--- config.mk ---
export PLATFORM = sky130hd
export DESIGN_NAME = ifetch
export DESIGN_NICKNAME = d
export VERILOG_FILES = /design/src/rtl/ifetch_pkg.sv /design/src/rtl/ifetch.sv
export SDC_FILE = /design/constraint.sdc
export NUM_CORES = 1
export LEC_CHECK = 0
export ABC_AREA = 0
export BUFFER_PORTS_ARGS = -buffer_cell sky130_fd_sc_hd__buf_2
export CAP_MARGIN = 10
export CORE_MARGIN = 2
export CORE_UTILIZATION = 31
export DETAILED_ROUTE_END_ITERATION = 7
export SYNTH_ARGS = -nofsm -noshare
export SYNTH_HDL_FRONTEND = slang
export SYNTH_SLANG_ARGS = --single-unit
--- constraint.sdc ---
create_clock -name clk -period 5.4 [get_ports clk]
set_input_delay 0.54 -clock clk [delete_from_list [all_inputs] [get_ports clk]]
set_output_delay 0.54 -clock clk [all_outputs]
set_load 0.02 [all_outputs]
--- src/rtl/ifetch_pkg.sv ---
// rtl/ifetch_pkg.sv - shared widths, stall bus type and fetch FSM encodings for ifetch
package ifetch_pkg;

  localparam int PC_TO_IC_WD = 65;
  localparam int IF_TO_ID_WD = 97;
  localparam int STALL_WD    = 6;

  // Bit positions inside the stall vector and the exception word
  localparam int STALL_IF_BIT = 1;
  localparam int STALL_ID_BIT = 2;
  localparam int ADEL_BIT     = 16;

  typedef logic [STALL_WD-1:0] stall_bus_t;

  typedef enum logic [1:0] {
    FETCH_REQ  = 2'd0,
    FETCH_WAIT = 2'd1,
    FETCH_HOLD = 2'd2
  } fetch_state_e;

  // Assemble the IF->ID pipeline word {valid, excepttype, pc, inst}
  function automatic logic [IF_TO_ID_WD-1:0] pack_if_to_id(
    input logic        valid,
    input logic [31:0] excepttype,
    input logic [31:0] pc,
    input logic [31:0] inst
  );
    return {valid, excepttype, pc, inst};
  endfunction

endpackage

--- src/rtl/ifetch.sv ---
// rtl/ifetch.sv - instruction fetch stage with single-outstanding SRAM request; IFETCH_PERF_CNT_EN enables the fetch-wait counter
module ifetch
  import ifetch_pkg::*;
#(
  parameter logic [31:0] NOP_INST = 32'h0000_0000
) (
  input  logic                   clk,
  input  logic                   rst,
  input  logic [STALL_WD-1:0]    stall,
  input  logic                   flush,
  input  logic [PC_TO_IC_WD-1:0] pc_to_ic_bus,
  output logic                   inst_sram_req,
  output logic [31:0]            inst_sram_addr,
  input  logic                   inst_sram_addr_ok,
  input  logic                   inst_sram_data_ok,
  input  logic [31:0]            inst_sram_rdata,
  output logic                   stallreq_if,
  output logic [IF_TO_ID_WD-1:0] if_to_id_bus,
  output logic [31:0]            perf_wait_cnt
);

  logic [31:0] excepttype;
  logic        ce;
  logic [31:0] pc;
  logic        adel;
  logic        stall_if;
  logic        stall_id;

  assign excepttype = pc_to_ic_bus[64:33];
  assign ce         = pc_to_ic_bus[32];
  assign pc         = pc_to_ic_bus[31:0];
  assign adel       = excepttype[ADEL_BIT];
  assign stall_if   = stall[STALL_IF_BIT];
  assign stall_id   = stall[STALL_ID_BIT];

  // Remaining stall bits belong to later stages
  logic unused_stall_bits;
  assign unused_stall_bits = ^{stall[5:3], stall[0]};

  assign inst_sram_addr = pc;

  fetch_state_e           state_q, state_d;
  logic                   discard_q, discard_d;
  logic [31:0]            hold_q, hold_d;
  logic [IF_TO_ID_WD-1:0] bus_q, bus_d;
  logic                   deliver;
  logic [31:0]            deliver_inst;

  // Register FSM state, discard flag, held word and the IF->ID bus
  always_ff @(posedge clk) begin
    if (rst) begin
      state_q   <= FETCH_REQ;
      discard_q <= 1'b0;
      hold_q    <= 32'h0;
      bus_q     <= '0;
    end else begin
      state_q   <= state_d;
      discard_q <= discard_d;
      hold_q    <= hold_d;
      bus_q     <= bus_d;
    end
  end

  // Next-state, request/stall outputs and next IF->ID bus value
  always_comb begin
    state_d       = state_q;
    discard_d     = discard_q;
    hold_d        = hold_q;
    bus_d         = bus_q;
    deliver       = 1'b0;
    deliver_inst  = NOP_INST;
    inst_sram_req = 1'b0;
    stallreq_if   = 1'b0;

    case (state_q)
      FETCH_REQ: begin
        inst_sram_req = ce & ~adel & ~flush;
        stallreq_if   = inst_sram_req & ~inst_sram_addr_ok;
        if (flush) begin
          state_d = FETCH_REQ;
          hold_d  = 32'h0;
        end else if (inst_sram_req && inst_sram_addr_ok) begin
          state_d = FETCH_WAIT;
        end else if (ce && adel && !stall_if) begin
          // Misaligned fetch: no memory access, pass the exception down with a NOP
          deliver      = 1'b1;
          deliver_inst = NOP_INST;
        end
      end

      FETCH_WAIT: begin
        stallreq_if = ~inst_sram_data_ok | discard_q;
        if (inst_sram_data_ok) begin
          if (discard_q || flush) begin
            // Response belongs to a cancelled fetch
            state_d   = FETCH_REQ;
            discard_d = 1'b0;
          end else if (stall_if) begin
            hold_d  = inst_sram_rdata;
            state_d = FETCH_HOLD;
          end else begin
            deliver      = 1'b1;
            deliver_inst = inst_sram_rdata;
            state_d      = FETCH_REQ;
          end
        end else if (flush) begin
          discard_d = 1'b1;
        end
      end

      FETCH_HOLD: begin
        if (flush) begin
          state_d = FETCH_REQ;
          hold_d  = 32'h0;
        end else if (!stall_if) begin
          deliver      = 1'b1;
          deliver_inst = hold_q;
          state_d      = FETCH_REQ;
        end
      end

      default: begin
        state_d = FETCH_REQ;
      end
    endcase

    // Flush always squashes; ID-held keeps the bus; otherwise a bubble
    if (flush) begin
      bus_d = pack_if_to_id(1'b0, 32'h0, 32'h0, NOP_INST);
    end else if (deliver) begin
      bus_d = pack_if_to_id(1'b1, excepttype, pc, deliver_inst);
    end else if (stall_if && stall_id) begin
      bus_d = bus_q;
    end else begin
      bus_d = pack_if_to_id(1'b0, 32'h0, 32'h0, NOP_INST);
    end
  end

  assign if_to_id_bus = bus_q;

`ifdef IFETCH_PERF_CNT_EN
  logic [31:0] wait_cnt_q;

  // Count every cycle the fetch stage holds the pipeline
  always_ff @(posedge clk) begin
    if (rst) begin
      wait_cnt_q <= 32'h0;
    end else if (stallreq_if) begin
      wait_cnt_q <= wait_cnt_q + 32'd1;
    end
  end

  assign perf_wait_cnt = wait_cnt_q;
`else
  assign perf_wait_cnt = 32'h0;
`endif

endmodule

==> results of run 1 <==
==> flip-flops by register name, summed over array words and instances, names as in the netlist <==
signal / count
if_to_id_bus: 97
hold_q: 32
state_q: 2
discard_q: 1
==> cells in the final DEF (no fill, tap or decap), drive strengths merged, types with 3 or more instances in the layout <==
cell	n
ha	4
clkinv	7
nand2	35
a22oi	64
dfxtp	132
nor2	39
clkinvlp	3
a22o	64
clkbuf	18
o21ai	33
conb	32
buf	241
inv	5
==> worst paths after layout <==
kind	depth (start not counted)	slack (ns)	endpoint	from
worst max-delay path	6	3.02	if_to_id_bus[57]	state_q[1]
worst max register to register	6	3.02	if_to_id_bus[57]	state_q[1]
worst min register to register	2	0.44	if_to_id_bus[2]	if_to_id_bus[2]
worst min-delay path	2	0.34	if_to_id_bus[87]	pc_to_ic_bus[56]
==> power breakdown <==
group	switching (W)	internal (W)
logic	0.000123	0.0000627
registers	0.00000543	0.000984
clock network	0.000429	0.000686
==> per-layer routing <==
metal  part of all wire [%]  vias up  global-route usage [%]
met1                     43     2009                   18.72
met5                      0        -                       0
met3                    8.8       12                   6.803
met2                     47      165                   24.81
li1                       -     2080                       -
met4                   0.94        0                   4.433
==> stage by stage <==
step                      setup WS, ns  instances
after floorplan                  3.449        528
after global placement           2.756        888
after detailed placement         2.761        888
after CTS                        3.013        919
after global routing             2.847        919
final                            3.024        919
==> area by class of cell <==
type / count / area (um2) / area share, %
clock buffers: 18 / 439.2 / 6.524
flip-flops and latches: 132 / 2643 / 39.26
multi-input cells: 291 / 2002 / 29.74
repair buffers: 241 / 1224 / 18.18
well taps: 220 / 275.3 / 4.089
inverters: 4 / 15.01 / 0.2230
clock inverters: 13 / 133.9 / 1.989
==> cell families (layout without fill, tap and decap cells) <==
group,after synthesis,in the layout,synth area share (%)
compound gates,168,168,27.36
flops,132,132,50.47
buf+inv,105,276,13.79
simple gates,85,85,6.977
fa+ha+maj,4,4,0.9558
mux,2,2,0.3823
other cells,1,32,0.07162
==> worst register-to-register path: cells and delay by family (launching register included) <==
kind | cells | cell delay (ns)
fa+ha+maj | 1 | 0.26
buf+inv | 2 | 0.70
compound gates | 2 | 0.72
flops | 1 | 0.33
simple gates | 1 | 0.31
==> summary.md, run 1 <==
| Metric | Value |
|---|---|
| Placer Congestion | `approximately 0.75` |
| PwrDens | `340.4 nW/um2` |
| Layout area overhead | `28.55%` |
| Vias in the first global route | `3970` |
| Crit path cell chain | `inv_1 > ha_1 > nand3b_1 > a2111oi_4 > buf_4 > a22o_1` |
| Critical path launch point type | `flop` |
| Syn Area/Cell | `between 10 and 15 um2` |
| Slew @ Worst Pin | `approximately 0.96 ns` |
| Via density | `between 4 and 5` |
| Fillers | `about 1700` |
| Worst skew pair latency | `just over 0.4 ns` |
| Final Cycle Share | `roughly 44%` |
| WP data required | `approximately 5.7 ns` |
| Dominant cell type by area after synthesis | `dfxtp_1` |
| Drt initial violations | `around 270` |
| Worst hold slack | `approximately 0.34 ns` |
| # DRC | `0` |
| Post-Route Utilization | `between 40% and 50%` |
| H-tree depth | `4` |
| FMAX | `between 0.4 and 0.5 GHz` |
| Setup crit end kind | `flop` |
| Seq/Total Area, Yosys | `50.47%` |
| WL per Instance | `15.46 um` |
| Final instance area | `6731 um2` |
| Top_reg_cell synth | `dfxtp_1` |
| Post-synth EDFFs | `0` |
| Max VDD drop | `0.2418 mV` |
| Root buffer selected by CTS | `clkbuf_16` |
| Synth cell types | `33` |
| Mapped Area | `approximately 5200 um2` |
| Worst Setup Path Type | `reg2reg` |
| Share of layout cells above drive strength 1 | `a little over two fifths` |
| # hold bufs at CTS | `0` |
| Synth async-reset ratio | `0%` |
| Synthesized flop and latch total | `132` |
| Largest net degree at the start of global routing | `68` |
| Final net count | `799` |
| Bufs on Longest Clock Path | `2` |
| Global route total overflow | `0` |
| Post-route minimum period | `2.376 ns` |
| Post-DP HPWL | `9.814 mm` |
| Cts bufs inserted | `17` |
| Initial core utilization | `31.69%` |
| Hold Crit Class | `in2reg` |
| GRT Util Overall | `15.43%` |
| Die Span Y | `about 130 um` |
| Bufs and invs on worst path | `2` |
| Drt pass-1 iters | `6` |
| I/O Pins | `271` |
| Total Neg Setup Slack | `0 ns` |
| Final slew viol count | `0` |
| CTS Sinks | `132` |
| ANT nets after route | `0` |
| Area after DPL | `approximately 6000 um2` |
| First-pass GRT wire length | `~22 mm` |
| Syn Inst Count | `497` |
| Ant diodes | `0` |
| CP arrival | `approximately 2.7 ns` |
| Setup-failing EPs final | `0` |
| Initial antenna violation count | `0` |
| Die Area | `around 18000 um2` |
| Vias | `between 4000 and 5000` |
| Power Total | `roughly 0.0023 W` |
| Worst Path Max Fanout | `64` |
| Final WL | `14.21 mm` |
| Number of synthesis warnings | `0` |
| CTS tree | `built` |
| Synth top area cells | `dfxtp_1, a22o_1, buf_4, a22oi_2, a22oi_1` |
| Crit path max-delay family | `buffers and inverters` |
| PortBufs | `~230` |
| Row count | `47` |
| Core area | `16520 um2` |
| Clock Skews | `0.01136 ns` |
| Max cap viols | `0` |
| P_leak | `3.030 nW` |
| Status | `finished clean` |
| Final hold vios | `0` |
| Post-CTS Setup Inserts | `0` |
| Slew Limit Headroom | `36.11%` |
| Worst-path clk slew | `0.06 ns` |
| Die Wd | `134.0 um` |
| Count leader, synth | `dfxtp_1` |
| Commonest cells post-synth | `dfxtp_1, buf_4, a22o_1` |
| RSZ-0062 raised after global routing | `false` |
| Area share of the largest cell type after synthesis | `50.47%` |
| CP max stage delay | `0.61 ns` |
| Post_cts resized | `0` |
| CP max-delay cell | `buf_4` |
(Power assumes the default switching activity.)
==> run 2: changes to the inputs <==
Clock period 5.4 ns to 2.3 ns, I/O delays scaled along.
==> run 2 against run 1 <==
  * Clock skew is 0.0042 ns lower
  * Register-to-register slack got worse by 2.8 ns
  * Sequential cell count stayed put
  * Combinational power increased by 150%
  * Wire length up 1.5%
  * Die area unchanged
  * Power grew to 2.5 times the previous value
  * Core utilization up 1.1 points
  * Largest cell class unchanged
==> summary.md, run 2 (synthesized netlist as in run 1, its figures left out) <==
| Metric | Value |
|---|---|
| Status | `finished clean` |
| Row count | `47` |
| ANT nets after route | `0` |
| Critical Path Source | `state_q[0]` |
| Placed cells | `895` |
| Critical Path End | `hold_q[23]` |
| Layout area overhead | `32.07%` |
| Commonest cells after routing, fill and taps aside | `buf_2, dfxtp_1, a22o_1` |
| PwrDens | `roughly 830 nW/um2` |
| Placer Congestion | `0.7389` |
| Hold Crit Class | `in2reg` |
| P_leak | `3.115 nW` |
| Worst Setup Path Type | `reg2reg` |
| Drt pass-1 iters | `4` |
| Vias in the first global route | `3942` |
| Final Cycle Share | `90.42%` |
| Power Total | `0.005760 W` |
| Largest net degree at the start of global routing | `a little over 40` |
| Die Area | `17950 um2` |
| Final net count | `806` |
| CP max-delay cell | `or4b_1` |
| Setup-failing EPs final | `0` |
| Vias | `4276` |
| Final slew viol count | `0` |
| Crit path cell chain | `inv_1 > ha_1 > or4b_1 > o32a_2 > buf_12 > a22oi_1 > nor2_1` |
| CTS Sinks | `roughly 130` |
| Final hold vios | `0` |
| Largest register FFs | `97` |
| WP data required | `2.58 ns` |
| Post_cts resized | `0` |
| Bufs and invs on worst path | `2` |
| Root buffer selected by CTS | `clkbuf_16` |
| Post-CTS Setup Inserts | `0` |
| Global route total overflow | `0` |
| PortBufs | `234` |
| Max cap viols | `0` |
| Layout Cells excl Fill | `926` |
| Critical path launch point type | `flop` |
| Post-DP HPWL | `10.20 mm` |
| # DRC | `0` |
| GRT Util Overall | `between 15 and 20%` |
| Worst skew pair latency | `0.41 ns` |
| CP max stage delay | `~0.6 ns` |
| Worst Path Max Fanout | `32` |
| I/O Pins | `between 200 and 300` |
| Via density | `4.618` |
| R2R setup slack | `between 0.2 and 0.25 ns` |
| Post-route minimum period | `between 2 and 2.5 ns` |
| # hold bufs at CTS | `0` |
| R2R Path Start | `state_q[0]` |
| Share of layout cells above drive strength 1 | `between 40% and 50%` |
| First-pass GRT wire length | `21.82 mm` |
| Final WL | `14.42 mm` |
| Bufs on Longest Clock Path | `2` |
| CTS tree | `built` |
| H-tree depth | `4` |
| FMAX | `0.4809 GHz` |
| Die Wd | `around 130 um` |
| Ant diodes | `0` |
| Die Span Y | `134.0 um` |
| RR Endpoint | `hold_q[23]` |
| Total Neg Setup Slack | `0 ns` |
| RSZ-0062 raised after global routing | `false` |
| Drt initial violations | `around 160` |
| Core area | `16520 um2` |
| Final Worst Setup Slack | `between 0.2 and 0.25 ns` |
| Setup crit end kind | `flop` |
| Initial core utilization | `31.69%` |
| Crit path max-delay family | `simple AND/OR/NAND/NOR gates` |
| Clock Skews | `roughly 0.0072 ns` |
| Cts bufs inserted | `17` |
| Max VDD drop | `0.4678 mV` |
| Critical Path Stages | `7` |
| CP arrival | `2.36 ns` |
| Dpl ws | `approximately 0.23 ns` |
| Depth of the most critical reg-to-reg path | `7` |
| Worst-path clk slew | `0.06 ns` |
| WL per Instance | `15.57 um` |
| Initial antenna violation count | `1` |
| Commonest non-fill, non-tap cell in the layout | `buf_2` |
==> run 2: changes by cell type in the layout (fill, tap and decap cells not counted), sizes merged <==
cell / change
buf: +7
bufinv: +3
clkbuf: +1
clkinv: -3
clkinvlp: -1
==> run 2: worst reg2reg max path, delay by kind of cell, from the launching register on <==
family | cells | cell delay (ns)
compound gates | 2 | 0.42
fa+ha+maj | 1 | 0.23
buf+inv | 2 | 0.27
flops | 1 | 0.37
simple gates | 2 | 0.66
==> run 2: final cells by class <==
type                            count  area [um2]
Clock buffer                       19       452.9
Clock inverter                     12       201.4
Fill cell                        1637        9609
Inverter                            4       15.01
Multi-Input combinational cell    291        2002
Sequential cell                   132        2643
Tap cell                          220       275.3
Timing Repair Buffer              248        1326
==> run 2: how the worst min path moves through the flow <==
stage | cells past startpoint | slack (ns) | endpoint | startpoint
after floorplan | 1 | 0.33 | discard_q | inst_sram_data_ok
after global placement | 2 | 0.43 | if_to_id_bus[15] | if_to_id_bus[15]
after detailed placement | 2 | 0.44 | if_to_id_bus[23] | if_to_id_bus[23]
after CTS | 2 | 0.008 | discard_q | inst_sram_data_ok
after global routing | 2 | 0.005 | if_to_id_bus[93] | pc_to_ic_bus[62]
final | 2 | 0.03 | discard_q | inst_sram_data_ok
==> run 2: metal layers <==
metal	part of all wire [%]	global-route usage [%]
met1	42	18.77
met3	9.3	6.803
met2	48	25.16
met5	0.090	0
met4	0.91	4.610
==> run 2: power breakdown <==
part,switching (W),total [W],internal (W),leakage [nW]
clock,0.00100,0.00298,0.00198,0.315
sequential,0.0000127,0.00232,0.00231,1.06
combinational,0.000294,0.000456,0.000162,1.73
total,0.00131,0.00576,0.00445,3.11
==> run 2: stage by stage <==
stage | hold WS (ns) | util, % | area, um2
after floorplan | 0.3301 | - | 5353
after global placement | 0.4343 | 37.89 | 6261
after detailed placement | 0.4381 | 37.89 | 6261
after CTS | 0.008403 | 41.85 | 6915
after global routing | 0.005448 | 41.85 | 6915
final | 0.02774 | 41.85 | 6915
